[config.mk]
export PLATFORM = sky130hd
export DESIGN_NAME = cmd_issuer
export DESIGN_NICKNAME = d
export VERILOG_FILES = /design/src/rtl/cmd_pkg.sv /design/src/rtl/cmd_byte_tx.sv /design/src/rtl/cmd_issuer.sv
export SDC_FILE = /design/constraint.sdc
export NUM_CORES = 1
export LEC_CHECK = 0
export CAP_MARGIN = 30
export CORE_ASPECT_RATIO = 2
export CORE_MARGIN = 4
export CORE_UTILIZATION = 28
export CTS_CLUSTER_SIZE = 14
export DETAILED_ROUTE_END_ITERATION = 8
export PLACE_DENSITY = 0.47
export SLEW_MARGIN = 25
export SYNTH_ARGS = -nofsm -noshare
export SYNTH_HDL_FRONTEND = slang
export SYNTH_SLANG_ARGS = --single-unit
[constraint.sdc]
create_clock -name clk -period 2.4 [get_ports clk]
set_input_delay 0.48 -clock clk [delete_from_list [all_inputs] [get_ports clk]]
set_output_delay 0.48 -clock clk [all_outputs]
set_load 0.01 [all_outputs]
[src/rtl/cmd_pkg.sv]
// Shared definitions for the command byte protocol (issuer and reader side):
// opcodes, ack byte, FSM encodings and response lengths.
package cmd_pkg;

  typedef enum logic [1:0] {
    OP_SET_THRESHOLD = 2'd0,
    OP_SET_FREQUENCY = 2'd1,
    OP_READ_MAX      = 2'd2,
    OP_READ_CHANNEL  = 2'd3
  } op_e;

  localparam logic [7:0] OPC_SET_THRESHOLD = 8'h54;
  localparam logic [7:0] OPC_SET_FREQUENCY = 8'h46;
  localparam logic [7:0] OPC_READ_MAX      = 8'h4D;
  localparam logic [7:0] OPC_READ_CHANNEL  = 8'h43;
  localparam logic [7:0] ACK_BYTE          = 8'h06;

  localparam logic [1:0] RESP_LEN_WRITE = 2'd1;
  localparam logic [1:0] RESP_LEN_READ  = 2'd2;

  typedef enum logic [2:0] {
    ST_IDLE      = 3'd0,
    ST_SEND_OP   = 3'd1,
    ST_SEND_ARG  = 3'd2,
    ST_SEND_CHK  = 3'd3,
    ST_WAIT_RESP = 3'd4,
    ST_DONE      = 3'd5
  } state_e;

  typedef enum logic [0:0] {
    TX_IDLE = 1'b0,
    TX_GAP  = 1'b1
  } tx_state_e;

  function automatic logic [7:0] opcode_byte(input op_e op);
    logic [7:0] b;
    case (op)
      OP_SET_THRESHOLD: b = OPC_SET_THRESHOLD;
      OP_SET_FREQUENCY: b = OPC_SET_FREQUENCY;
      OP_READ_MAX:      b = OPC_READ_MAX;
      OP_READ_CHANNEL:  b = OPC_READ_CHANNEL;
      default:          b = OPC_SET_THRESHOLD;
    endcase
    return b;
  endfunction

  // Read ops carry one extra response byte when the check byte is enabled.
  function automatic logic [1:0] resp_len(input op_e op, input logic chk_en);
    logic [1:0] n;
    if (op == OP_READ_MAX || op == OP_READ_CHANNEL) begin
      n = chk_en ? (RESP_LEN_READ + 2'd1) : RESP_LEN_READ;
    end else begin
      n = RESP_LEN_WRITE;
    end
    return n;
  endfunction

endpackage

[src/rtl/cmd_byte_tx.sv]
// Single command byte handshake: waits for Tx_Ready, strobes the byte for one
// cycle, then counts out the inter-byte gap and pulses done_o at its end.
module cmd_byte_tx
  import cmd_pkg::*;
#(
  parameter int GAP_CYCLES = 16,
  parameter int CNT_W      = 17
) (
  input  logic       clk,
  input  logic       reset,
  input  logic       send_i,
  input  logic [7:0] byte_i,
  input  logic       tx_ready_i,
  output logic [7:0] cmd_o,
  output logic       cmd_valid_o,
  output logic       done_o
);

  tx_state_e        state_q, state_d;
  logic [CNT_W-1:0] cnt_q, cnt_d;

  always_ff @(posedge clk) begin
    if (reset) begin
      state_q <= TX_IDLE;
      cnt_q   <= '0;
    end else begin
      state_q <= state_d;
      cnt_q   <= cnt_d;
    end
  end

  // Strobe is combinational on Tx_Ready so the byte goes out in the ready cycle.
  always_comb begin
    state_d     = state_q;
    cnt_d       = cnt_q;
    cmd_o       = 8'h00;
    cmd_valid_o = 1'b0;
    done_o      = 1'b0;
    case (state_q)
      TX_IDLE: begin
        if (send_i && tx_ready_i) begin
          cmd_o       = byte_i;
          cmd_valid_o = 1'b1;
          cnt_d       = CNT_W'(GAP_CYCLES);
          state_d     = TX_GAP;
        end else begin
          state_d = TX_IDLE;
        end
      end
      TX_GAP: begin
        if (cnt_q <= CNT_W'(1)) begin
          cnt_d   = '0;
          done_o  = 1'b1;
          state_d = TX_IDLE;
        end else begin
          cnt_d = cnt_q - CNT_W'(1);
        end
      end
      default: begin
        state_d = TX_IDLE;
        cnt_d   = '0;
      end
    endcase
  end

endmodule

[src/rtl/cmd_issuer.sv]
// cmd_issuer: turns one request into a framed command byte sequence and collects
// the response with a per-byte timeout. Define CMD_ISSUER_CHECKSUM_EN for the XOR check byte + chk_err.
module cmd_issuer
  import cmd_pkg::*;
#(
  parameter int GAP_CYCLES     = 16,
  parameter int TIMEOUT_CYCLES = 100000,
  parameter int CNT_W          = 17
) (
  input  logic        clk,
  input  logic        reset,
  input  logic        req_valid,
  input  logic [1:0]  req_op,
  input  logic [7:0]  req_arg,
  output logic        req_ready,
  output logic [7:0]  Command,
  output logic        Cmd_Valid,
  input  logic        Tx_Ready,
  input  logic [7:0]  Resp_Byte,
  input  logic        Resp_Valid,
  output logic [15:0] resp_data,
  output logic        done,
`ifdef CMD_ISSUER_CHECKSUM_EN
  output logic        timeout_err,
  output logic        chk_err
`else
  output logic        timeout_err
`endif
);

`ifdef CMD_ISSUER_CHECKSUM_EN
  localparam logic CHK_EN = 1'b1;
  logic chk_q, chk_d;
`else
  localparam logic CHK_EN = 1'b0;
`endif

  state_e           state_q, state_d;
  op_e              op_q, op_d;
  logic [7:0]       arg_q, arg_d;
  logic [15:0]      resp_q, resp_d;
  logic             tmo_q, tmo_d;
  logic [1:0]       rcv_q, rcv_d;
  logic [CNT_W-1:0] cnt_q, cnt_d;
  logic             tx_send_s, tx_done_s;
  logic [7:0]       tx_byte_s;

  cmd_byte_tx #(
    .GAP_CYCLES(GAP_CYCLES),
    .CNT_W     (CNT_W)
  ) u_byte_tx (
    .clk        (clk),
    .reset      (reset),
    .send_i     (tx_send_s),
    .byte_i     (tx_byte_s),
    .tx_ready_i (Tx_Ready),
    .cmd_o      (Command),
    .cmd_valid_o(Cmd_Valid),
    .done_o     (tx_done_s)
  );

  always_ff @(posedge clk) begin
    if (reset) begin
      state_q <= ST_IDLE;
      op_q    <= OP_SET_THRESHOLD;
      arg_q   <= 8'h00;
      resp_q  <= 16'h0000;
      tmo_q   <= 1'b0;
      rcv_q   <= 2'd0;
      cnt_q   <= '0;
`ifdef CMD_ISSUER_CHECKSUM_EN
      chk_q   <= 1'b0;
`endif
    end else begin
      state_q <= state_d;
      op_q    <= op_d;
      arg_q   <= arg_d;
      resp_q  <= resp_d;
      tmo_q   <= tmo_d;
      rcv_q   <= rcv_d;
      cnt_q   <= cnt_d;
`ifdef CMD_ISSUER_CHECKSUM_EN
      chk_q   <= chk_d;
`endif
    end
  end

  always_comb begin
    state_d   = state_q;
    op_d      = op_q;
    arg_d     = arg_q;
    resp_d    = resp_q;
    tmo_d     = tmo_q;
    rcv_d     = rcv_q;
    cnt_d     = cnt_q;
    tx_send_s = 1'b0;
    tx_byte_s = 8'h00;
`ifdef CMD_ISSUER_CHECKSUM_EN
    chk_d     = chk_q;
`endif
    case (state_q)
      ST_IDLE: begin
        if (req_valid) begin
          op_d    = op_e'(req_op);
          arg_d   = req_arg;
          resp_d  = 16'h0000;
          tmo_d   = 1'b0;
          rcv_d   = 2'd0;
`ifdef CMD_ISSUER_CHECKSUM_EN
          chk_d   = 1'b0;
`endif
          state_d = ST_SEND_OP;
        end else begin
          state_d = ST_IDLE;
        end
      end
      ST_SEND_OP: begin
        tx_send_s = 1'b1;
        tx_byte_s = opcode_byte(op_q);
        if (tx_done_s) begin
          state_d = ST_SEND_ARG;
        end else begin
          state_d = ST_SEND_OP;
        end
      end
      ST_SEND_ARG: begin
        tx_send_s = 1'b1;
        tx_byte_s = arg_q;
        if (tx_done_s) begin
`ifdef CMD_ISSUER_CHECKSUM_EN
          state_d = ST_SEND_CHK;
`else
          cnt_d   = CNT_W'(TIMEOUT_CYCLES);
          state_d = ST_WAIT_RESP;
`endif
        end else begin
          state_d = ST_SEND_ARG;
        end
      end
      ST_SEND_CHK: begin
        tx_send_s = 1'b1;
        tx_byte_s = opcode_byte(op_q) ^ arg_q;
        if (tx_done_s) begin
          cnt_d   = CNT_W'(TIMEOUT_CYCLES);
          state_d = ST_WAIT_RESP;
        end else begin
          state_d = ST_SEND_CHK;
        end
      end
      // A byte arriving in the counter's last cycle wins over the timeout.
      ST_WAIT_RESP: begin
        if (Resp_Valid) begin
          rcv_d = rcv_q + 2'd1;
`ifdef CMD_ISSUER_CHECKSUM_EN
          if (rcv_q == 2'd2) begin
            chk_d = (Resp_Byte != (resp_q[15:8] ^ resp_q[7:0]));
          end else begin
            resp_d = {resp_q[7:0], Resp_Byte};
          end
`else
          resp_d = {resp_q[7:0], Resp_Byte};
`endif
          if (rcv_d == resp_len(op_q, CHK_EN)) begin
            state_d = ST_DONE;
          end else begin
            cnt_d = CNT_W'(TIMEOUT_CYCLES);
          end
        end else if (cnt_q <= CNT_W'(1)) begin
          tmo_d   = 1'b1;
          state_d = ST_DONE;
        end else begin
          cnt_d = cnt_q - CNT_W'(1);
        end
      end
      ST_DONE: begin
        state_d = ST_IDLE;
      end
      default: begin
        state_d = ST_IDLE;
      end
    endcase
  end

  assign req_ready   = (state_q == ST_IDLE);
  assign done        = (state_q == ST_DONE);
  assign resp_data   = resp_q;
  assign timeout_err = tmo_q;
`ifdef CMD_ISSUER_CHECKSUM_EN
  assign chk_err     = chk_q;
`endif

endmodule

==> results.toml <==
[yosys]
avgSynthCellArea_sq_um = 8.29
ys_seq_area_share_pct = 39.8
synth_commonest_cells = "dfxtp_1, nand2_1, nor2_1"
synthCells = 406
ys_warn_count = 0
synth_ff_type = "dfxtp_1"
async_flop_share_pct = 0
syn_area_sq_mm = 0.00337
synth_edf_count = 0
synth-seq-cells = 67
yosysMostFrequentCell = "dfxtp_1"
synth_top_area_share_pct = 39.8
synth_area_leader_cell = "dfxtp_1"
synth_nets = 433
synth_cell_types = 63
synthTopCellsByArea = "dfxtp_1, nand2_1, nor2_1"

[setup_path]
worst-setup-path-type = "input port to primary output"
cpPeakStageDelay_ns = 0.53
crit_family = "buffers and inverters"
critical-path-slowest-cell = "clkdlybuf4s50_1"
crit_fanout = 3
end_kind = "primary output"
crit_arrival_ns = 1.82
worstPathRequired_ns = 1.92
path_buf_inv = 4
crit_top_cell = "clkdlybuf4s50_1"
startpoint_type = "input port"
crit_chain = "clkdlybuf4s50_1, nand4_1, inv_1, buf_4, clkdlybuf4s50_1"

[floorplan]
die_area_sq_mm = 0.0139
die_x_um = 85.5
initial_core_util_pct = 28.6
core_sq_mm = 0.0118
top_level_ports = 51
die_h_um = 163
row_count = 56

[grt]
grt_pass1_vias = 3239
grt_overflow_total = 0
grt_use_total_pct = 14.6
grt_first_pass_wirelength_mm = 16.2
grt_max_degree = 52
antenna_found_initial = 0

[run_status]
status = "finished clean"

[clocking]
clk_latency_ns = 0.33
cts_setup_buffers = 0
clkSinkCount = 67
cts_tree = "yes"
numCtsBuffers = 9
cts_root_buf = "clkbuf_16"
path_clk_slew_ns = 0.06
cts.path.max_buffers = 2
htreeDepth = 3

[min_path]
hp-class = "flop to flop"

[layout]
design_area_sq_mm = 0.00452
areaGrowthSynthToFinish_pct = 34.4
layout.nets = 500
final_layout_size_suffix_gt1_share_pct = 13.0
diodes = 0

[routing]
first_pass_iters = 4
wl_mm = 9.72
wl_per_cell_um = 15.6
vias_per_cell = 5.29
dr_total_vias = 3298
drc = 0
detail-route-antenna-nets = 0
drtIter0Drc = 143

[power]
vdd.ir_drop.worst_mv = 0.392
p_per_area_mw_per_mm2 = 828
p_leak_nw = 1.80
power_mw = 3.75

[placement]
routabilityCongestion = 0.802
placed_area_sq_mm = 0.00416
place_hpwl_mm = 6.99
io_buffers = 50

[timing]
final.setup.tns_ns = 0
finalSetupViolCount = 0
drv_slew = 0
tightest_slew_ns = 0.607
fin_worst_skew_ns = 0.00820
max_freq_mhz = 435
period_share_pct = 95.8
hold_viol_final = 0
period_minus_slack_ns = 2.30
hold_ws_ns = 0.458
maxSlewHeadroom_pct = 59.5
rsz0062_at_grt = "no"

[run]
cap_violations = 0
routing by layer:
layer / GRT usage [%] / part of all wire (%)
met1: 15.3 / 38
met4: 7.71 / 2.8
met3: 3.13 / 3.8
met2: 26.5 / 55
met5: 0 / 0
per-stage QoR:
step                      instances  worst slack, ns  util [%]
after floorplan                 406            0.365         -
after global placement          607           0.0273      35.4
after detailed placement        607           0.0139      35.4
after CTS                       623          0.00134      38.2
after global routing            623           0.0480      38.4
final                           623            0.101      38.4
cell families after synthesis:
logic type                 synth area share, %
AOI/OAI and AO/OA                         25.2
xor gates and xnor gates                  1.82
adders and majority gates                 1.49
buffers and inverters                     4.27
DFF                                       39.8
muxes                                     1.49
and+or+nand+nor                           25.9
worst register-to-register path: cells and delay by family, from the launching register on:
family	cells	cell delay [ns]
flops	1	0.35
compound gates	2	0.47
simple gates	3	1.01
buf+inv	1	0.19
cells in the final DEF (no fill, tap or decap), types with 4 or more instances in the layout:
cell type	n
dfxtp_1	67
nand2_1	46
nor2_1	45
clkdlybuf4s50_1	41
a21oi_1	31
buf_4	27
a22oi_1	19
inv_1	15
nor3_1	12
a31oi_1	12
o21ai_0	11
clkbuf_16	9
dlymetal6s2s_1	8
nand4_1	7
nor4_1	6
and3_1	5
mux2i_1	5
nand2b_1	5
nand3_1	5
a311oi_1	5
xnor2_1	4
nor2b_1	4
nor3b_1	4
or3_1	4
o32ai_1	4
o211ai_1	4
ha_1	4
state kept, by name, indices dropped and copies added, names as in the netlist:
name,flops
resp_data,16
timeout_err,1
rcv_q,2
u_byte_tx.cnt_q,17
u_byte_tx.state_q,1
cnt_q,17
arg_q,8
op_q,2
state_q,3
what timing repair did:
| item | CTS | global route |
|---|---|---|
| hold buffers | 0 | 0 |
| resized for setup | 0 | 9 |
| setup endpoints to repair | 0 | 8 |
where the power goes:
group,internal (mW),switching [mW]
clock,0.970,0.507
sequential,1.20,0.0928
combinational,0.425,0.558
total,2.59,1.16
final cells by class:
class / count / area, sq um
sequential: 67 / 1340
inverter: 16 / 60.1
clock buffer: 11 / 253
timing repair buffer: 77 / 718
fill: 1226 / 7250
clock inverter: 5 / 83.8
tap: 145 / 181
multi-input combinational: 302 / 1890
final timing paths:
| path | to | slack (ns) | from | cells after the start |
|---|---|---|---|---|
| min | arg_q[1]$_SDFFE_PP0P_ | 0.46 | arg_q[1]$_SDFFE_PP0P_ | 2 |
| min reg2reg | arg_q[1]$_SDFFE_PP0P_ | 0.46 | arg_q[1]$_SDFFE_PP0P_ | 2 |
| max reg2reg | cnt_q[11]$_SDFFE_PP0P_ | 0.24 | u_byte_tx.cnt_q[7]$_SDFFE_PP0P_ | 6 |
| max | Cmd_Valid | 0.10 | Tx_Ready | 5 |
Note: power is estimated with default switching activity, not from simulation.
